--- config.mk ---
export PLATFORM = sky130hd
export DESIGN_NAME = modulo_buffer_contador
export DESIGN_NICKNAME = d
export VERILOG_FILES = /design/src/rtl/modulo_buffer_contador.sv
export SDC_FILE = /design/constraint.sdc
export NUM_CORES = 1
export LEC_CHECK = 0
export BUFFER_PORTS_ARGS = -buffer_cell sky130_fd_sc_hd__clkbuf_2
export CAP_MARGIN = 10
export CORE_UTILIZATION = 50
export CTS_CLUSTER_SIZE = 14
export DETAILED_ROUTE_END_ITERATION = 16
export PLACE_DENSITY = 0.73
export SYNTH_ARGS = -nofsm -noshare
export SYNTH_HDL_FRONTEND = slang
export SYNTH_SLANG_ARGS = --single-unit
--- constraint.sdc ---
create_clock -name clk -period 2 [get_ports clk]
set_input_delay 0.2 -clock clk [delete_from_list [all_inputs] [get_ports clk]]
set_output_delay 0.2 -clock clk [all_outputs]
set_load 0.01 [all_outputs]
--- src/rtl/modulo_buffer_contador.sv ---
// Preset buffer stage: a circular FIFO of preset values feeding an output
// register that the downstream counter control FSM consumes with Load_C.
// The output register is refilled from the FIFO head. A write into an empty
// stage always passes through storage first.
module modulo_buffer_contador #(
  parameter int unsigned WIDTH = 8,
  parameter int unsigned DEPTH = 4
) (
  input  logic             clk,
  input  logic             rst,
  input  logic             enable,
  input  logic             wr_en,
  input  logic [WIDTH-1:0] data_in,
  input  logic             Load_C,
  output logic [WIDTH-1:0] data_out,
  output logic             Load_Reg,
  output logic             EmptyBuffer,
  output logic             FullBuffer,
  output logic             overflow
);

  localparam int unsigned AW = $clog2(DEPTH);
  localparam int unsigned CW = AW + 1;
  localparam logic [CW-1:0] FULL_CNT = CW'(DEPTH);

  logic [WIDTH-1:0] mem_q [DEPTH];
  logic [AW-1:0]    rd_ptr_q, rd_ptr_d;
  logic [AW-1:0]    wr_ptr_q, wr_ptr_d;
  logic [CW-1:0]    count_q, count_d;
  logic [WIDTH-1:0] data_out_q, data_out_d;
  logic             load_reg_q, load_reg_d;
  logic             overflow_q, overflow_d;

  logic consume;
  logic refill;
  logic write_ok;

  // Transfer decisions and next-state for pointers, count and output register
  always_comb begin
    consume    = enable & Load_C & load_reg_q;
    refill     = enable & (count_q != '0) & (~load_reg_q | consume);
    // A refill frees the head slot, so a full FIFO can still take a write
    write_ok   = enable & wr_en & ((count_q != FULL_CNT) | refill);

    rd_ptr_d   = rd_ptr_q;
    wr_ptr_d   = wr_ptr_q;
    count_d    = count_q;
    data_out_d = data_out_q;
    load_reg_d = load_reg_q;
    overflow_d = overflow_q;

    if (refill) begin
      data_out_d = mem_q[rd_ptr_q];
      rd_ptr_d   = rd_ptr_q + AW'(1);
      load_reg_d = 1'b1;
    end else if (consume) begin
      load_reg_d = 1'b0;
    end

    if (write_ok) begin
      wr_ptr_d = wr_ptr_q + AW'(1);
    end

    if (enable & wr_en & ~write_ok) begin
      overflow_d = 1'b1;
    end

    case ({write_ok, refill})
      2'b10:   count_d = count_q + CW'(1);
      2'b01:   count_d = count_q - CW'(1);
      default: count_d = count_q;
    endcase
  end

  // Control state registers, cleared asynchronously
  always_ff @(posedge clk or negedge rst) begin
    if (!rst) begin
      rd_ptr_q   <= '0;
      wr_ptr_q   <= '0;
      count_q    <= '0;
      data_out_q <= '0;
      load_reg_q <= 1'b0;
      overflow_q <= 1'b0;
    end else begin
      rd_ptr_q   <= rd_ptr_d;
      wr_ptr_q   <= wr_ptr_d;
      count_q    <= count_d;
      data_out_q <= data_out_d;
      load_reg_q <= load_reg_d;
      overflow_q <= overflow_d;
    end
  end

  // Storage array; contents become unreachable on reset via the pointers
  always_ff @(posedge clk) begin
    if (write_ok) begin
      mem_q[wr_ptr_q] <= data_in;
    end
  end

  assign data_out    = data_out_q;
  assign Load_Reg    = load_reg_q;
  assign overflow    = overflow_q;
  assign EmptyBuffer = (count_q == '0);
  assign FullBuffer  = (count_q == FULL_CNT);

endmodule
Word level (Yosys, flattened, before mapping)
Memory sizes are Yosys's and may differ from the RTL's. A register that Yosys moved wholly into a read port is not among the register bits.
Index checks and enable logic that the tools add are counted.
W data, S select, Z words.
{"block": "classes", "bitwise_logic": 11, "add_sub_neg": 4, "muxes": 5, "n_reduce_logical": 5, "n_eq_ne": 4}
{"op": "$and A1 B1 Y1", "count": 7}
{"op": "$pmux W3 S2", "count": 1}
{"op": "$add A2 B1 Y2 const B", "count": 2}
{"op": "$mux W1", "count": 4}
{"op": "$reduce_bool A2 Y1", "count": 2}
{"op": "$add A3 B1 Y3 const B", "count": 1}
{"op": "$eq A3 B3 Y1 const B", "count": 1}
{"op": "$logic_not A3 Y1", "count": 1}
{"op": "$ne A3 B3 Y1 const B", "count": 1}
{"op": "$reduce_bool A3 Y1", "count": 1}
{"op": "$sub A3 B1 Y3 const B", "count": 1}
{"op": "$eq A2 B1 Y1 const B", "count": 1}
{"op": "$eq A2 B2 Y1 const B", "count": 1}
{"op": "$not A1 Y1", "count": 2}
{"op": "$or A1 B1 Y1", "count": 2}
{"op": "$logic_not A1 Y1", "count": 1}
{"block": "totals", "ff_bits": 9, "word_cells": 35, "inputBits": 13, "memories": 1, "out_inout_bits": 12, "ram_bits": 32}
{"memory": "mem_q", "depth": 4, "width": 8, "read_ports": 1, "rd_ports_with_merged_regs": 1, "wr": 1, "line_no": "26", "rtl": "logic [WIDTH-1:0] mem_q [DEPTH];"}

Logic depth before layout (Yosys ltp)
Gate-level depths: netlist of the first run.
{"block": "logic_depth", "depth_word": 8, "depth_mapped": 9, "mapped_depth_nobuf": 9}

Worst setup path before layout of the first run
OpenSTA, ideal clock, no wires.
{"block": "synth_timing", "kind": "register -> register", "from": "register count_q[0]", "to": "register count_q[2]", "t_required_ns": 1.921, "path_slack_ns": -0.175, "setup_ns": 0.079, "synth_period_minus_slack_ns": 2.175, "t_arrival_ns": 2.096, "path_buffers": 0, "stages_incl_launch_ff": 9, "path_cell_list": "dfrtp_1 -> or3b_4 -> o211ai_4 -> ha_1 -> inv_1 -> fa_1 -> xor2_1 -> nor2_1 -> xor2_1"}
{"block": "synth_via", "elab_chain_cells": 7, "elab_cells_between_ends": 12, "cone_classes": "add/sub: 2; eq/ne: 3; mux: 1; bitwise: 4; reduce/logical: 2"}
{"item": "from (decl)", "line_no": "29", "rtl": "logic [CW-1:0] count_q, count_d;"}
{"item": "from (signal assigned)", "line_no": "87", "rtl": "count_q <= count_d;"}
{"item": "$reduce_bool A3 Y1", "line_no": "41", "rtl": "refill = enable & (count_q != '0) & (~load_reg_q | consume);"}
{"item": "$and A1 B1 Y1 (2 in a row)", "line_no": "41"}
{"item": "$or A1 B1 Y1", "line_no": "43", "rtl": "write_ok = enable & wr_en & ((count_q != FULL_CNT) | refill);"}
{"item": "$and A1 B1 Y1", "line_no": "43"}
{"item": "$eq A2 B1 Y1 or $eq A2 B2 Y1 (tied branches)", "line_no": "68", "rtl": "case ({write_ok, refill})"}
{"item": "$pmux W3 S2 or $reduce_bool A2 Y1 (tied branches)"}
Several ways; a longest one is shown, not always the timed one.
A chain may end at the register's enable or synchronous reset.

Final worst setup path of the first run
{"block": "layout_timing", "from": "register count_q[1]", "to": "register count_q[2]"}
The elaborated chain is that of the path after synthesis.

==> results.yml, run 1 <==
outcome:
  status: "complete, but fails checks"
  violations: "setup timing"
setup_path:
  worst_ep_arrival_time_ns: 2.26
  start_kind: "register"
  cp.required_ns: 2.23
  crit_path_max_fanout: 2
  end_kind: "register"
  critical_path_class: "register to register"
run:
  drv_cap: 0
timing:
  relSlewSlack: 0.700
  finalClockSkew_ns: 0.00810
  min_period_ns: 2.03
  hold_violations: 0
  whs_ns: 0.114
  setup_violations: 1
  final_max_slew_viol_count: 0
  fin_crit_sh: 1.02
  tightest_slew_ns: 0.450
  fin_ws_ns: -0.0333
  rsz0062_at_grt: "true"
  timing.fmax_mhz: 492
grt:
  grt_usage: 0.179
  first_global_vias: 1096
  grt_start_max_net_pins: 18
  antenna_found_initial: 0
  grt-ovfl-total: 0
  grt_pass1_wl_mm: 5.28
route:
  first_pass_iters: 4
  drt-met1-wl_mm: 1.34
  wl_mm: 3.14
  wl_per_cell_um: 15.6
  via_count: 1022
  highest_layer: "met4"
  met3WireLength_um: 127
  wl_met2_mm: 1.63
  drtIter0Drc: 59
  antenna_left: 0
  avgViaCountPerCell: 5.08
  drc: 0
placement:
  dp_hpwl_mm: 2.19
  gp_congestion: 0.700
  io_buffers: 24
clock_network:
  clk_pin_slew_worst_paths_ns: 0.09
  clock_sinks: 49
  clock_latency_ns: 0.30
  max-clock-path-buffers: 2
  cts_buffers: 5
  ctsRootBufferMaster: "clkbuf_8"
  cts_tree: "built"
  h-tree-depth: 2
power_and_ir_drop:
  finalPower_uw: 3120
  power_density_mw_per_mm2: 1320
  leakage_uw: 0.000960
  peakVddDrop_uv: 651
floorplan:
  die_h_um: 64.9
  die_x_um: 64.9
  rows: 22
  io_pins: 25
  die_area_mm2: 0.00422
  start_util: 0.529
  core_mm2: 0.00374
synth:
  synth_top_flop_cell: "edfxtp_1"
  syn_area_mm2: 0.00198
  synth_fp_nets: 128
  ys_types: 26
  seq_area_frac_synth: 0.700
  synthArstFlopShare: 0.347
  synth_cells: 109
  synth-seq-cells: 49
  synth_edf_count: 32
  synth.avg_cell_area_um2: 18.2
  ys.warnings.count: 0
cells_and_area:
  layout.nets: 171
  area_growth_pct: 19.5
  final_layout_size_suffix_gt1_frac: 0.451
  diodes: 0
min_path:
  hold_path.class: "primary input to register"
[path summary, 6_finish.rpt]
kind	from	end	slack [ns]	depth (start not counted)
worst max-delay path	count_q[1]	count_q[2]	-0.03	8
worst min-delay path	data_in[7]	mem_q[1][7]	0.11	1
worst max register to register	count_q[1]	count_q[2]	-0.03	8
worst min register to register	overflow	overflow	0.48	1
max in group asynchronous	rst	data_out[7]	1.31	2
min in group asynchronous	rst	wr_ptr_q[1]	0.38	2
[logic make-up (layout without fill, tap and decap cells)]
| kind of cell | count (synthesis) | count (layout) | share of synthesized area |
|---|---|---|---|
| multiplexers | 18 | 18 | 0.149 |
| XOR/XNOR | 6 | 6 | 0.0265 |
| buffers and inverters | 15 | 59 | 0.0291 |
| AO/OA/AOI/OAI | 4 | 4 | 0.0221 |
| adder cells (fa/ha/maj) | 6 | 6 | 0.0417 |
| flip-flops | 49 | 49 | 0.700 |
| AND/OR/NAND/NOR | 11 | 11 | 0.0316 |
[cells in the final DEF (no fill, tap or decap), types with 2 or more instances in the layout]
master,netlist,routed
edfxtp_1,32,32
clkbuf_2,0,24
dfrtp_1,17,17
buf_4,0,14
inv_1,11,10
mux4_2,8,8
mux2_2,8,8
nor2_1,5,5
clkbuf_8,0,5
xnor2_1,4,4
ha_1,5,4
inv_2,1,2
xor2_1,2,2
clkinvlp_4,0,2
[sequential cells by signal (all words and copies together), names as in the netlist]
register  flops
data_out      8
Load_Reg      1
rd_ptr_q      2
mem_q        32
overflow      1
wr_ptr_q      2
count_q       3
[Yosys cell counts (2+ instances only)]
| cell type | instances | area (um2) |
|---|---|---|
| inv_1 | 11 | 41.3 |
| dfrtp_1 | 17 | 425 |
| xnor2_1 | 4 | 35.0 |
| mux4_2 | 8 | 180 |
| ha_1 | 5 | 62.6 |
| nor2_1 | 5 | 18.8 |
| xor2_1 | 2 | 17.5 |
| mux2_2 | 8 | 90.1 |
| edfxtp_1 | 32 | 961 |
[power breakdown]
group          switching, uW  internal (uW)
combinational            466            605
sequential               157           1330
clock                    312            246
total                    936           2180
[through the flow]
| stage | instances | setup TNS [ns] | worst slack, ns | utilization | cell area [um2] |
|---|---|---|---|---|---|
| after floorplan | 109 | -0.0974 | -0.0974 | - | 1990 |
| after global placement | 192 | 0 | 0.0284 | 0.603 | 2260 |
| after detailed placement | 192 | -0.0530 | -0.0530 | 0.603 | 2260 |
| after CTS | 201 | -0.0328 | -0.0328 | 0.632 | 2370 |
| after global routing | 201 | -0.133 | -0.133 | 0.632 | 2370 |
| final | 201 | -0.0333 | -0.0333 | 0.632 | 2370 |
[cell type report]
type,instances,area (um2)
Sequential cell,49,1390
Clock buffer,6,72.6
Fill cell,291,1380
Inverter,12,45.0
Multi-Input combinational cell,45,552
Tap cell,48,60.1
Clock inverter,2,15.0
Timing Repair Buffer,39,235
[per-layer routing]
| layer | global-route usage | up-vias |
|---|---|---|
| li1 | - | 483 |
| met1 | 0.223 | 510 |
| met2 | 0.294 | 23 |
| met3 | 0.0599 | 6 |
| met4 | 0.0583 | 0 |
| met5 | 0 | - |
[critical path: stages, from the launching register on]
cell and delay (ns):
dfrtp_1 0.40, or3b_4 0.42, o211ai_4 0.21, ha_4 0.17, inv_2 0.04, fa_2 0.32, xor2_1 0.14, nor2_1 0.12
xor2_1 0.14
[what timing repair did]
action,in CTS,in global routing
pin swaps,1,0
gates resized for setup,2,0
buffers inserted,0,0
hold buffers,1,0
endpoints found under the setup margin,1,1
endpoints found under the hold margin,17,0
Power figures use the tool's default switching activity.
==> run 2, diff against run 1 <==
Clock period 2 ns to 1.7 ns, I/O delays scaled along.
==> run 2 against run 1 <==
- the run still ends with setup timing left
- register-to-register slack got worse by 0.30 ns
- wire length increased by 2.5%
- combinational power increased by 26%
- maximum frequency about the same
- critical path depth unchanged
- core utilization increased by 1.0 points
- sequential share of layout area decreased by 0.95 points
- clock skew increased by 0.00074 ns
- critical path type unchanged
==> results.yml, run 2 (synthesized netlist as in run 1, its figures left out) <==
setup_path:
  start_kind: "register"
  crit_path_max_fanout: 2
  cp.required_ns: 1.92
  critical_path_class: "register to register"
  worst_ep_arrival_time_ns: 2.26
  path_cells: "or3b_4 > o211ai_4 > ha_4 > inv_2 > fa_2 > xor2_1 > nor2_1 > xor2_1"
  slowest_delay_ns: 0.42
  end_kind: "register"
  cp_common_cell: "xor2_1"
  critPathSlowestCell: "or3b_4"
timing:
  setup_tns_ns: -0.539
  fin_ws_ns: -0.335
  tightest_slew_ns: 0.455
  finalClockSkew_ns: 0.00884
  timing.fmax_mhz: 491
  hold_violations: 0
  whs_ns: 0.0927
  final_max_slew_viol_count: 0
  fin_crit_sh: 1.20
  min_period_ns: 2.04
  setup_violations: 2
  rsz0062_at_grt: "true"
  relSlewSlack: 0.697
grt:
  grt_pass1_wl_mm: 5.17
  antenna_found_initial: 0
  first_global_vias: 1089
  grt-ovfl-total: 0
  grt_usage: 0.177
  grt_start_max_net_pins: 18
placement:
  gp_congestion: 0.717
  dp_hpwl_mm: 2.27
  pre_cts_ws_ns: -0.355
  io_buffers: 24
run:
  drv_cap: 0
floorplan:
  die_area_mm2: 0.00422
  die_x_um: 64.9
  die_h_um: 64.9
  io_pins: 25
  core_mm2: 0.00374
  rows: 22
  start_util: 0.529
cells_and_area:
  mostFrequentLayoutCells: "edfxtp_1 (32), clkbuf_2 (23), dfrtp_1 (17)"
  area_growth_pct: 21.4
  layout.nets: 169
  final_core_utilization: 0.642
  final_common_cell: "edfxtp_1"
  final_layout_size_suffix_gt1_frac: 0.477
  fill_cells: 286
  diodes: 0
  top_register: "mem_q"
  largest_reg_flops: 32
min_path:
  hold_path.class: "primary input to register"
route:
  first_pass_iters: 3
  wl_mm: 3.22
  antenna_left: 0
  wl_per_cell_um: 16.2
  avgViaCountPerCell: 5.14
  drtIter0Drc: 23
  via_count: 1023
  drc: 0
clock_network:
  ctsRootBufferMaster: "clkbuf_8"
  h-tree-depth: 2
  cts_buffers: 5
  max-clock-path-buffers: 2
  clk_pin_slew_worst_paths_ns: 0.09
  cts_tree: "built"
  clock_sinks: 49
  clock_latency_ns: 0.30
outcome:
  status: "complete, but fails checks"
  violations: "setup timing"
power_and_ir_drop:
  power_density_mw_per_mm2: 1550
  leakage_uw: 0.000967
  peakVddDrop_uv: 864
  finalPower_uw: 3740
==> run 2: path summary, 6_finish.rpt <==
path                            startpoint           to  slack (ns)  depth (start not counted)
worst max-delay path            count_q[1]   count_q[2]       -0.34                          8
max in group asynchronous              rst  wr_ptr_q[1]        1.04                          2
worst min register to register    overflow     overflow        0.49                          1
worst max register to register  count_q[1]   count_q[2]       -0.34                          8
min in group asynchronous              rst  data_out[7]        0.34                          2
worst min-delay path            data_in[7]  mem_q[2][7]        0.09                          1
==> run 2: metal layers <==
| metal | GRT usage | routed length [um] | vias up |
|---|---|---|---|
| li1 | - | - | 478 |
| met1 | 0.206 | 1230 | 512 |
| met2 | 0.309 | 1800 | 25 |
| met3 | 0.0423 | 113 | 8 |
| met4 | 0.0806 | 72 | 0 |
| met5 | 0 | 0 | - |
==> run 2: repair_timing <==
item | 4_1_cts | 5_1_grt
hold buffers | 1 | 0
buffers inserted | 1 | 0
endpoints found under the hold margin | 17 | 0
gates resized for setup | 6 | 8
setup endpoints to repair | 38 | 43
pin swaps | 1 | 0
==> run 2: cell type report <==
type | count | area (um2) | share of cell area
timing repair buffer | 37 | 244 | 0.101
inverter | 12 | 45.0 | 0.0187
clock buffer | 6 | 72.6 | 0.0302
clock inverter | 2 | 10.0 | 0.00416
sequential | 49 | 1390 | 0.576
tap | 48 | 60.1 | 0.0250
multi-input combinational | 45 | 587 | 0.244
==> run 2: critical path: cells and delay by family, from the launching register on <==
family                     cells  cell delay, ns
and+or+nand+nor                2            0.54
xor gates and xnor gates       2            0.30
DFF                            1            0.39
adders and majority gates      2            0.49
buffers and inverters          1            0.03
AOI/OAI and AO/OA              1            0.20
==> run 2: metrics by stage <==
step / cell area (um2) / cells
after floorplan: 1990 / 109
after global placement: 2250 / 189
after detailed placement: 2250 / 189
after CTS: 2370 / 199
after global routing: 2400 / 199
final: 2400 / 199
==> run 2: report_power, final <==
group | internal, uW | switching (uW) | total, uW
sequential | 1560 | 187 | 1750
clock | 285 | 351 | 636
combinational | 760 | 591 | 1350
total | 2610 | 1130 | 3740
